==> src/rtl/fp_div_if.sv <==
`default_nettype none
// ============================================================================
//  Module      : fp_div_if
//  Description : Operand/result handshake bundle for the iterative fp divider.
//                Input side:  in_valid/in_ready plus dividend and divisor fields.
//                Output side: out_valid/out_ready plus quotient fields.
//  Revision    : 1.0  initial release
// ============================================================================
interface fp_div_if #(
    parameter int MANT_W = 26,
    parameter int EXP_W  = 8
);
    logic              in_valid;
    logic              in_ready;
    logic              sign_A;
    logic              sign_B;
    logic [EXP_W-1:0]  exp_A;
    logic [EXP_W-1:0]  exp_B;
    logic [MANT_W-1:0] mantis_A;
    logic [MANT_W-1:0] mantis_B;
    logic              out_valid;
    logic              out_ready;
    logic              sign;
    logic [EXP_W-1:0]  exp;
    logic [MANT_W-1:0] mantis;
    logic              div_zero;

    // Producer of operands and consumer of results
    modport master (
        output in_valid, sign_A, sign_B, exp_A, exp_B, mantis_A, mantis_B, out_ready,
        input  in_ready, out_valid, sign, exp, mantis, div_zero
    );

    // The divider itself
    modport slave (
        input  in_valid, sign_A, sign_B, exp_A, exp_B, mantis_A, mantis_B, out_ready,
        output in_ready, out_valid, sign, exp, mantis, div_zero
    );
endinterface
`default_nettype wire

==> src/rtl/fp_div.sv <==
`default_nettype none
// ============================================================================
//  Module      : fp_div
//  Description : Iterative floating-point divider, radix-2 restoring, one
//                quotient bit per cycle. Valid/ready handshake on both sides.
//                Optional macro FP_DIV_ROUND_EN adds a guard iteration and
//                round-to-nearest (ties up) on the quotient mantissa.
//  Revision    : 1.0  initial release
// ============================================================================
module fp_div #(
    parameter int MANT_W = 26,
    parameter int EXP_W  = 8,
    parameter int BIAS   = 127
) (
    input  wire logic clk,
    input  wire logic rst_n,
    fp_div_if.slave   bus
);

`ifdef FP_DIV_ROUND_EN
    localparam int c_guard = 1;
`else
    localparam int c_guard = 0;
`endif
    // Quotient bits produced per operation (including the guard bit if any)
    localparam int c_qw    = MANT_W + c_guard;
    // Remainder and divisor are kept scaled by two so the pre-align shift of
    // the dividend never drops its LSB.
    localparam int c_rem_w = MANT_W + 2;
    localparam int c_cnt_w = $clog2(c_qw + 1);

    localparam logic [c_cnt_w-1:0] c_last    = c_cnt_w'(c_qw);
    localparam logic [c_cnt_w-1:0] c_cnt_one = c_cnt_w'(1);
    localparam logic [EXP_W-1:0]   c_bias    = EXP_W'(BIAS);

    typedef enum logic [1:0] {
        S_IDLE = 2'd0,
        S_DIV  = 2'd1,
        S_DONE = 2'd2
    } state_t;

    state_t              state_q,  state_d;
    logic                sign_q,   sign_d;
    logic [EXP_W-1:0]    exp_q,    exp_d;
    logic [MANT_W-1:0]   mant_q,   mant_d;
    logic                dz_q,     dz_d;
    logic                azero_q,  azero_d;
    logic [c_rem_w-1:0]  rem_q,    rem_d;
    logic [c_rem_w-1:0]  dvs_q,    dvs_d;
    logic [c_qw-1:0]     quo_q,    quo_d;
    logic [c_cnt_w-1:0]  cnt_q,    cnt_d;

    logic                w_adj;
    logic [c_rem_w-1:0]  w_shift;

    // Dividend at least as large as divisor: quotient would be >= 1, so halve it
    assign w_adj   = (bus.mantis_A >= bus.mantis_B);
    // Remainder stays below the divisor, so the shifted-out MSB is always zero
    assign w_shift = rem_q << 1;

`ifdef FP_DIV_ROUND_EN
    logic [MANT_W:0] w_rnd;
    // Truncated quotient plus the guard bit; MSB is the carry-out
    assign w_rnd = {1'b0, quo_q[c_qw-1:1]} + {{MANT_W{1'b0}}, quo_q[0]};
`endif

    assign bus.in_ready  = (state_q == S_IDLE);
    assign bus.out_valid = (state_q == S_DONE);
    assign bus.sign      = sign_q;
    assign bus.exp       = exp_q;
    assign bus.mantis    = mant_q;
    assign bus.div_zero  = dz_q;

    // Next-state and datapath update for the accept / iterate / hold sequence
    always_comb begin
        state_d = state_q;
        sign_d  = sign_q;
        exp_d   = exp_q;
        mant_d  = mant_q;
        dz_d    = dz_q;
        azero_d = azero_q;
        rem_d   = rem_q;
        dvs_d   = dvs_q;
        quo_d   = quo_q;
        cnt_d   = cnt_q;

        case (state_q)
            S_IDLE: begin
                if (bus.in_valid) begin
                    sign_d  = bus.sign_A ^ bus.sign_B;
                    exp_d   = bus.exp_A - bus.exp_B + c_bias + {{(EXP_W-1){1'b0}}, w_adj};
                    rem_d   = w_adj ? {2'b00, bus.mantis_A} : {1'b0, bus.mantis_A, 1'b0};
                    dvs_d   = {1'b0, bus.mantis_B, 1'b0};
                    quo_d   = '0;
                    cnt_d   = '0;
                    dz_d    = (bus.mantis_B == '0);
                    azero_d = (bus.mantis_A == '0);
                    state_d = S_DIV;
                end
            end

            S_DIV: begin
                if (dz_q) begin
                    // Division by zero: saturated result, no iterations
                    exp_d   = '1;
                    mant_d  = '1;
                    state_d = S_DONE;
                end else if (cnt_q == c_last) begin
`ifdef FP_DIV_ROUND_EN
                    if (w_rnd[MANT_W]) begin
                        mant_d = {1'b1, {(MANT_W-1){1'b0}}};
                        exp_d  = exp_q + {{(EXP_W-1){1'b0}}, 1'b1};
                    end else begin
                        mant_d = w_rnd[MANT_W-1:0];
                    end
`else
                    mant_d = quo_q;
`endif
                    // Zero dividend gives a true zero, not a biased exponent
                    if (azero_q) begin
                        mant_d = '0;
                        exp_d  = '0;
                    end
                    state_d = S_DONE;
                end else begin
                    if (w_shift >= dvs_q) begin
                        rem_d = w_shift - dvs_q;
                        quo_d = {quo_q[c_qw-2:0], 1'b1};
                    end else begin
                        rem_d = w_shift;
                        quo_d = {quo_q[c_qw-2:0], 1'b0};
                    end
                    cnt_d = cnt_q + c_cnt_one;
                end
            end

            S_DONE: begin
                if (bus.out_ready) begin
                    state_d = S_IDLE;
                end
            end

            default: state_d = S_IDLE;
        endcase
    end

    // State and datapath registers; reset aborts any operation in flight
    always_ff @(posedge clk or negedge rst_n) begin
        if (!rst_n) begin
            state_q <= S_IDLE;
            sign_q  <= 1'b0;
            exp_q   <= '0;
            mant_q  <= '0;
            dz_q    <= 1'b0;
            azero_q <= 1'b0;
            rem_q   <= '0;
            dvs_q   <= '0;
            quo_q   <= '0;
            cnt_q   <= '0;
        end else begin
            state_q <= state_d;
            sign_q  <= sign_d;
            exp_q   <= exp_d;
            mant_q  <= mant_d;
            dz_q    <= dz_d;
            azero_q <= azero_d;
            rem_q   <= rem_d;
            dvs_q   <= dvs_d;
            quo_q   <= quo_d;
            cnt_q   <= cnt_d;
        end
    end

endmodule
`default_nettype wire

==> src/flat_wrapper.sv <==
// flat-port wrapper written by rule: the top's interface ports become plain ports
module fp_div_flat 
#(
    parameter int MANT_W = 26,
    parameter int EXP_W  = 8,
    parameter int BIAS   = 127
)
  (clk, rst_n, bus_in_valid, bus_sign_A, bus_sign_B, bus_exp_A, bus_exp_B, bus_mantis_A, bus_mantis_B, bus_out_ready, bus_in_ready, bus_out_valid, bus_sign, bus_exp, bus_mantis, bus_div_zero);
  fp_div_if #(.MANT_W(MANT_W), .EXP_W(EXP_W)) bus_i ();
  input  wire logic clk;
  input  wire logic rst_n;
  input wire logic [$bits(bus_i.in_valid)-1:0] bus_in_valid;
  input wire logic [$bits(bus_i.sign_A)-1:0] bus_sign_A;
  input wire logic [$bits(bus_i.sign_B)-1:0] bus_sign_B;
  input wire logic [$bits(bus_i.exp_A)-1:0] bus_exp_A;
  input wire logic [$bits(bus_i.exp_B)-1:0] bus_exp_B;
  input wire logic [$bits(bus_i.mantis_A)-1:0] bus_mantis_A;
  input wire logic [$bits(bus_i.mantis_B)-1:0] bus_mantis_B;
  input wire logic [$bits(bus_i.out_ready)-1:0] bus_out_ready;
  output wire logic [$bits(bus_i.in_ready)-1:0] bus_in_ready;
  output wire logic [$bits(bus_i.out_valid)-1:0] bus_out_valid;
  output wire logic [$bits(bus_i.sign)-1:0] bus_sign;
  output wire logic [$bits(bus_i.exp)-1:0] bus_exp;
  output wire logic [$bits(bus_i.mantis)-1:0] bus_mantis;
  output wire logic [$bits(bus_i.div_zero)-1:0] bus_div_zero;
  assign bus_i.in_valid = bus_in_valid;
  assign bus_i.sign_A = bus_sign_A;
  assign bus_i.sign_B = bus_sign_B;
  assign bus_i.exp_A = bus_exp_A;
  assign bus_i.exp_B = bus_exp_B;
  assign bus_i.mantis_A = bus_mantis_A;
  assign bus_i.mantis_B = bus_mantis_B;
  assign bus_i.out_ready = bus_out_ready;
  assign bus_in_ready = bus_i.in_ready;
  assign bus_out_valid = bus_i.out_valid;
  assign bus_sign = bus_i.sign;
  assign bus_exp = bus_i.exp;
  assign bus_mantis = bus_i.mantis;
  assign bus_div_zero = bus_i.div_zero;
  fp_div #(.MANT_W(MANT_W), .EXP_W(EXP_W), .BIAS(BIAS)) u_core (.clk(clk), .rst_n(rst_n), .bus(bus_i));
endmodule
==> config.mk <==
export PLATFORM = sky130hd
export DESIGN_NAME = fp_div_flat
export DESIGN_NICKNAME = d
export VERILOG_FILES = /design/src/rtl/fp_div_if.sv /design/src/rtl/fp_div.sv /design/src/flat_wrapper.sv
export SDC_FILE = /design/constraint.sdc
export NUM_CORES = 1
export LEC_CHECK = 0
export CORE_MARGIN = 5
export CORE_UTILIZATION = 55
export CTS_CLUSTER_DIAMETER = 120
export CTS_CLUSTER_SIZE = 24
export DETAILED_ROUTE_END_ITERATION = 16
export GPL_TIMING_DRIVEN = 1
export PLACE_DENSITY = 0.8
export REMOVE_ABC_BUFFERS = 1
export SYNTH_ARGS = -nofsm -noshare
export SYNTH_HDL_FRONTEND = slang
export SYNTH_SLANG_ARGS = --single-unit
export TNS_END_PERCENT = 20
==> constraint.sdc <==
create_clock -name clk -period 4.88 [get_ports clk]
set_clock_uncertainty 0.05 [all_clocks]
set_input_delay 0.976 -clock clk [delete_from_list [all_inputs] [get_ports clk]]
set_output_delay 0.976 -clock clk [all_outputs]
set_load 0.005 [all_outputs]
; Word level (Yosys, flattened, before mapping)
; Index checks and enable logic that the tools add are counted.
[word_totals]
wordCells = 65
output_inout_bits = 38
register_bits = 123
input_bits = 74
[classes]
n_eq_ne = 9
n_mux = 28
bitwise = 1
n_reduce_logical = 10
magnitude_cmp = 2
addsub = 5
[ops]
columns = operator, count
row1 = two-way mux 26 bit, 6
row2 = two-way mux 27 bit, 5
row3 = one-hot mux 27 bit (2 select lines), 1
row4 = zero test 26 bit, 2
row5 = one-hot mux 26 bit (2 select lines), 1
row6 = two-way mux 8 bit, 4
row7 = >= comparator 28 x 27 -> 1 bit, 1
row8 = subtractor 27 bit, 1
row9 = >= comparator 26 bit, 1
row10 = one-hot mux 8 bit (2 select lines), 1
row11 = two-way mux 5 bit, 3
row12 = one-hot mux 5 bit (2 select lines), 1
row13 = adder 8 x 1 -> 8 bit, 1
row14 = adder 8 x 7 -> 8 bit (second input constant), 1
row15 = two-way mux 2 bit, 4
row16 = != test 2 bit (second input constant), 4
row17 = AND reduction 4 bit, 2
row18 = subtractor 8 bit, 1
row19 = != test 3 x 1 -> 1 bit (second input constant), 2
row20 = one-hot mux 2 bit (3 select lines), 1
row21 = adder 5 x 1 -> 5 bit (second input constant), 1
row22 = == test 5 bit (second input constant), 1
row23 = AND reduction 2 bit, 2
row24 = nonzero test 2 bit, 2
row25 = other kinds (6), 6

; Logic depth before layout (Yosys ltp)
[depth]
ltp_word = 5
mapped_depth = 21
depth_no_buf = 20

; Worst setup path after synthesis
; Ideal clock, no wire load.
[synth_timing]
path_type = input -> register
from = input port bus_mantis_B[17]
to = register u_core.exp_q[7] (netlist: u_core.bus.exp[7])
setup_slack_ns = 0.569
setup_ns = 0.137
path_stages = 21
t_arrival_ns = 4.124
required_ns = 4.693
n_path_buf = 1
cell_sequence = inv_1 ha_1 a21oi_1 o21ai_1 a2111oi_0 nand2_1 o21ai_2 buf_4 inv_2 fa_1 ha_1 inv_1 fa_1 nor2b_1 o21ai_0 nand2b_1 a21o_1 a21oi_1 xnor2_1 a21oi_1 a21oi_1
[synth_via]
elab_chain_cells = 4
[synth_lines]
columns = element, line
row1 = "start, declared", flat_wrapper.sv:18  ; input wire logic [$bits(bus_i.mantis_B)-1:0] bus_mantis_B;
row2 = >= comparator 26 bit, fp_div.sv:57  ; assign w_adj = (bus.mantis_A >= bus.mantis_B);
row3 = adder 8 x 1 -> 8 bit, fp_div.sv:91  ; exp_d = bus.exp_A - bus.exp_B + c_bias + {{(EXP_W-1){1'b0}}, w_adj};
row4 = two-way mux 8 bit, fp_div.sv:89  ; if (bus.in_valid) begin
row5 = one-hot mux 8 bit (2 select lines), fp_div.sv:87  ; case (state_q)
row6 = "end signal, assigned", fp_div.sv:163  ; exp_q <= exp_d;
row7 = "end, declared", fp_div.sv:44  ; logic [EXP_W-1:0] exp_q, exp_d;
; Every way passes these cells. The select of a mux whose other input is x is not followed.
; A chain may end at the register's enable or synchronous reset.

; Worst setup path after layout
[layout_timing]
from = input port bus_mantis_A[24]
to = register u_core.exp_q[7] (netlist: u_core.bus.exp[7])
[layout_via]
elab_chain_cells = 4
[layout_lines]
columns = element, line
row1 = "start, declared", flat_wrapper.sv:17  ; input wire logic [$bits(bus_i.mantis_A)-1:0] bus_mantis_A;
row2 = >= comparator 26 bit, fp_div.sv:57
row3 = adder 8 x 1 -> 8 bit, fp_div.sv:91
row4 = two-way mux 8 bit, fp_div.sv:89
row5 = one-hot mux 8 bit (2 select lines), fp_div.sv:87
; Every way passes these cells. The select of a mux whose other input is x is not followed.

==> results by group <==
Critical path
  – CP Class: primary input to flop
  – Internal reg-to-reg setup slack: 1.40 ns
  – Crit. End Element: flop
  – Critical Path Fanout Max: 4
  – Worst Path Arrival: 4.72 ns
  – Reg-to-Reg Start: u_core.rem_q[12]
  – Worst Path Required: 5.08 ns
  – R2R Path End: u_core.rem_q[22]
  – CP Launch Type: primary input
  – Worst reg2reg path depth: 9

Timing
  – Fin crit period: 4.51 ns
  – RSZ-0062 raised after global routing: no
  – Max Fclk: 222 MHz
  – Slew HR: 0.189
  – Final slew viol count: 0
  – Worst-margin pin slew: 1.22 ns
  – Setup violations, final: 0
  – Final Hold Viols: 0
  – Setup TNS Final: 0 ns
  – Tcrit/Tclk final: 0.925

Global routing
  – First-pass GRT wire length: 37200 µm
  – All-Layer GR Usage: 0.256
  – Initial antenna violation count: 0
  – Largest net degree at the start of global routing: 80
  – Grt ovf: 0
  – Vias in the first global route: 7670

Die
  – Io pins: 112
  – Die area: 17500 µm²
  – Core area: 14600 µm²
  – Die width: 132 µm
  – Initial Util: 0.563
  – Die Ht: 132 µm
  – Std-Cell Rows: 44

Route
  – Routed WL per cell: 17.1 µm
  – Drt pass-1 iters: 5
  – Routed WL: 22500 µm
  – Routed Antenna Nets: 0
  – Vias per Instance: 5.88
  – First DRT Iteration DRCs: 664
  – Via count: 7738
  – DRC viols: 0

Logic synthesis
  – YS warnings: 0
  – Share of flip-flops with an asynchronous set or reset: 1.00
  – Register area share after synthesis: 0.375
  – Avg Cell Area, Syn: 8.34 µm²
  – Synth Flop Type: dfrtp_1
  – Number of flops mapped to enable cells by yosys: 0
  – Cells after Synth: 985
  – Synth Cell Area: 8220 µm²
  – Cell variety after synth: 69
  – FF+latch count, synth: 123

Finish
  – # nets final: 1261
  – Layout cells sized above 1: 0.0937
  – Ant. Diodes: 0
  – Final core occ: 0.708
  – Area delta synth->final: 25.6%
  – Post-route cell area: 10300 µm²

Pwr
  – Int Pwr: 4.03 mW
  – Total power draw: 7.17 mW
  – Reg power frac: 0.249
  – Gate power share: 0.580
  – Clock group share of total power: 0.171
  – Sw Ratio: 0.437
  – Switching power: 3.13 mW
  – Pwr/cell area: 694 nW/µm²
  – VDD IR max: 0.370 mV
  – Leak Pwr: 4.86 nW

Hold path
  – Hold Path Stages: 2
  – HP Class: flop to flop
  – Hold path endpoint: u_core.bus.mantis[12]
  – Hold path start: u_core.bus.mantis[12]

Clocking
  – Later-pin clock latency in the skew report: 0.43 ns
  – H-Tree Depth: 4
  – TritonCTS clock tree: built
  – Cts bufs inserted: 17
  – CTS Buffer Depth: 2
  – Clk sinks: 123
  – Clk pin slew, worst setup/hold paths: 0.06 ns
  – Root Buffer: clkbuf_16

Run
  – Maxcap violations: 0

Placement
  – Cell area after placement: 9750 µm²
  – # port buffers: 111
  – Hpwl dp: 15900 µm
  – RD Place Congestion: 0.944

Outcome
  – Status: completed
cells in the mapped netlist, drive strengths merged (5+ instances only):
cell type | number | area share
a2111oi | 5 | 0.0084
a211oi | 10 | 0.0097
a21o | 18 | 0.016
a21oi | 108 | 0.067
a31oi | 5 | 0.0038
and2 | 6 | 0.0046
and3 | 6 | 0.0046
buf | 16 | 0.011
clkbuf | 36 | 0.016
dfrtp | 123 | 0.37
ha | 66 | 0.10
inv | 75 | 0.034
mux2i | 23 | 0.028
nand2 | 139 | 0.063
nand2b | 9 | 0.0069
nand3 | 42 | 0.026
nand4 | 7 | 0.0053
nor2 | 68 | 0.031
nor2b | 10 | 0.0076
nor3 | 9 | 0.0055
nor4 | 14 | 0.012
o21ai | 92 | 0.057
o22a | 11 | 0.012
o22ai | 5 | 0.0038
xnor2 | 14 | 0.015
xor2 | 14 | 0.015
area by class of cell:
class	instances	area (µm²)
repair buffers	166	1520
inverters	75	282
flip-flops and latches	123	3080
well taps	184	230
clock buffers	18	439
clock inverters	14	131
multi-input cells	735	4640
fillers	1155	4270
logic make-up after synthesis:
kind of cell,Yosys count,synth area share
xor+xnor,28,0.0298
simple gates,325,0.181
compound gates,289,0.215
mux,24,0.0294
buf+inv,127,0.0618
fa+ha+maj,69,0.108
flops,123,0.375
metal layers:
metal | global-route usage | share of wire | vias up
li1 | - | - | 3721
met1 | 0.344 | 0.44 | 3711
met2 | 0.418 | 0.47 | 270
met3 | 0.0462 | 0.066 | 36
met4 | 0.0916 | 0.020 | 0
met5 | 0 | 0 | -
power groups by stage:
stage          Combinational, mW  Clock (mW)  Sequential [mW]
2_1_floorplan               2.95           0             1.73
3_3_place_gp                3.97           0             1.77
3_5_place_dp                4.06           0             1.78
4_1_cts                     4.12        1.24             1.78
5_1_grt                     4.62        1.28             1.83
6_report                    4.15        1.23             1.78
cell usage in the layout (no fill, tap or decap), drive strengths merged, types with 4 or more instances in the layout:
master and n:
buf 56, nand4 7, o22a 11, nor2b 10, clkdlybuf4s50 110, a21o 18, o22ai 5, o21ai 92
xnor2 14, nor2 68, clkinvlp 4, a21oi 108, xor2 14, and2 6, mux2i 23, and3 6
o21a 4, a211oi 10, clkbuf 18, nand2b 9, nand2 139, a31oi 5, ha 66, nor3 9
or3 4, dfrtp 123, a2111oi 5, inv 82, nand3 42, nor4 14, and4 4
registers in the layout, summed over array words and instances (netlist names):
register / count
u_core.rem_q: 27
u_core.dvs_q: 26
u_core.bus.sign: 1
u_core.quo_q: 26
u_core.bus.mantis: 26
u_core.bus.exp: 8
u_core.bus.div_zero: 1
u_core.state_q: 2
u_core.cnt_q: 5
u_core.azero_q: 1
how the worst max path moves through the flow:
stage | from | to
2_1_floorplan | bus_mantis_B[17] | u_core.bus.exp[7]
3_3_place_gp | bus_mantis_B[17] | u_core.bus.exp[7]
3_5_place_dp | bus_mantis_B[17] | u_core.bus.exp[7]
4_1_cts | bus_mantis_B[17] | u_core.bus.exp[7]
5_1_grt | bus_mantis_A[24] | u_core.bus.exp[7]
6_report | bus_mantis_A[24] | u_core.bus.exp[7]
per-stage QoR:
stage	hold slack (ns)	instances	worst slack, ns
4_1_cts	0.433	1315	0.344
3_5_place_dp	0.418	1283	-0.0911
2_1_floorplan	0.389	933	-0.0850
3_3_place_gp	0.401	1283	0.0227
6_report	0.423	1315	0.368
5_1_grt	0.450	1315	0.00364
critical path: stages:
cell	delay, ns
clkdlybuf4s50_1	0.63
ha_1	0.32
a21oi_1	0.16
nand2_1	0.08
a221oi_1	0.24
buf_4	0.18
o21ai_0	0.15
o21ai_4	0.11
inv_2	0.07
fa_1	0.36
ha_1	0.20
inv_1	0.07
fa_1	0.19
nor2b_1	0.06
o21ai_0	0.16
nand2b_1	0.09
a21o_1	0.17
a21oi_1	0.16
xnor2_1	0.09
a21oi_1	0.14
a21oi_1	0.09
what timing repair did:
action / 4_1_cts / 5_1_grt
hold buffers: 0 / 0
buffers inserted: 0 / 0
gates resized for setup: 0 / 1
endpoints found under the setup margin: 0 / 1
Note: power is estimated with default switching activity, not from simulation.
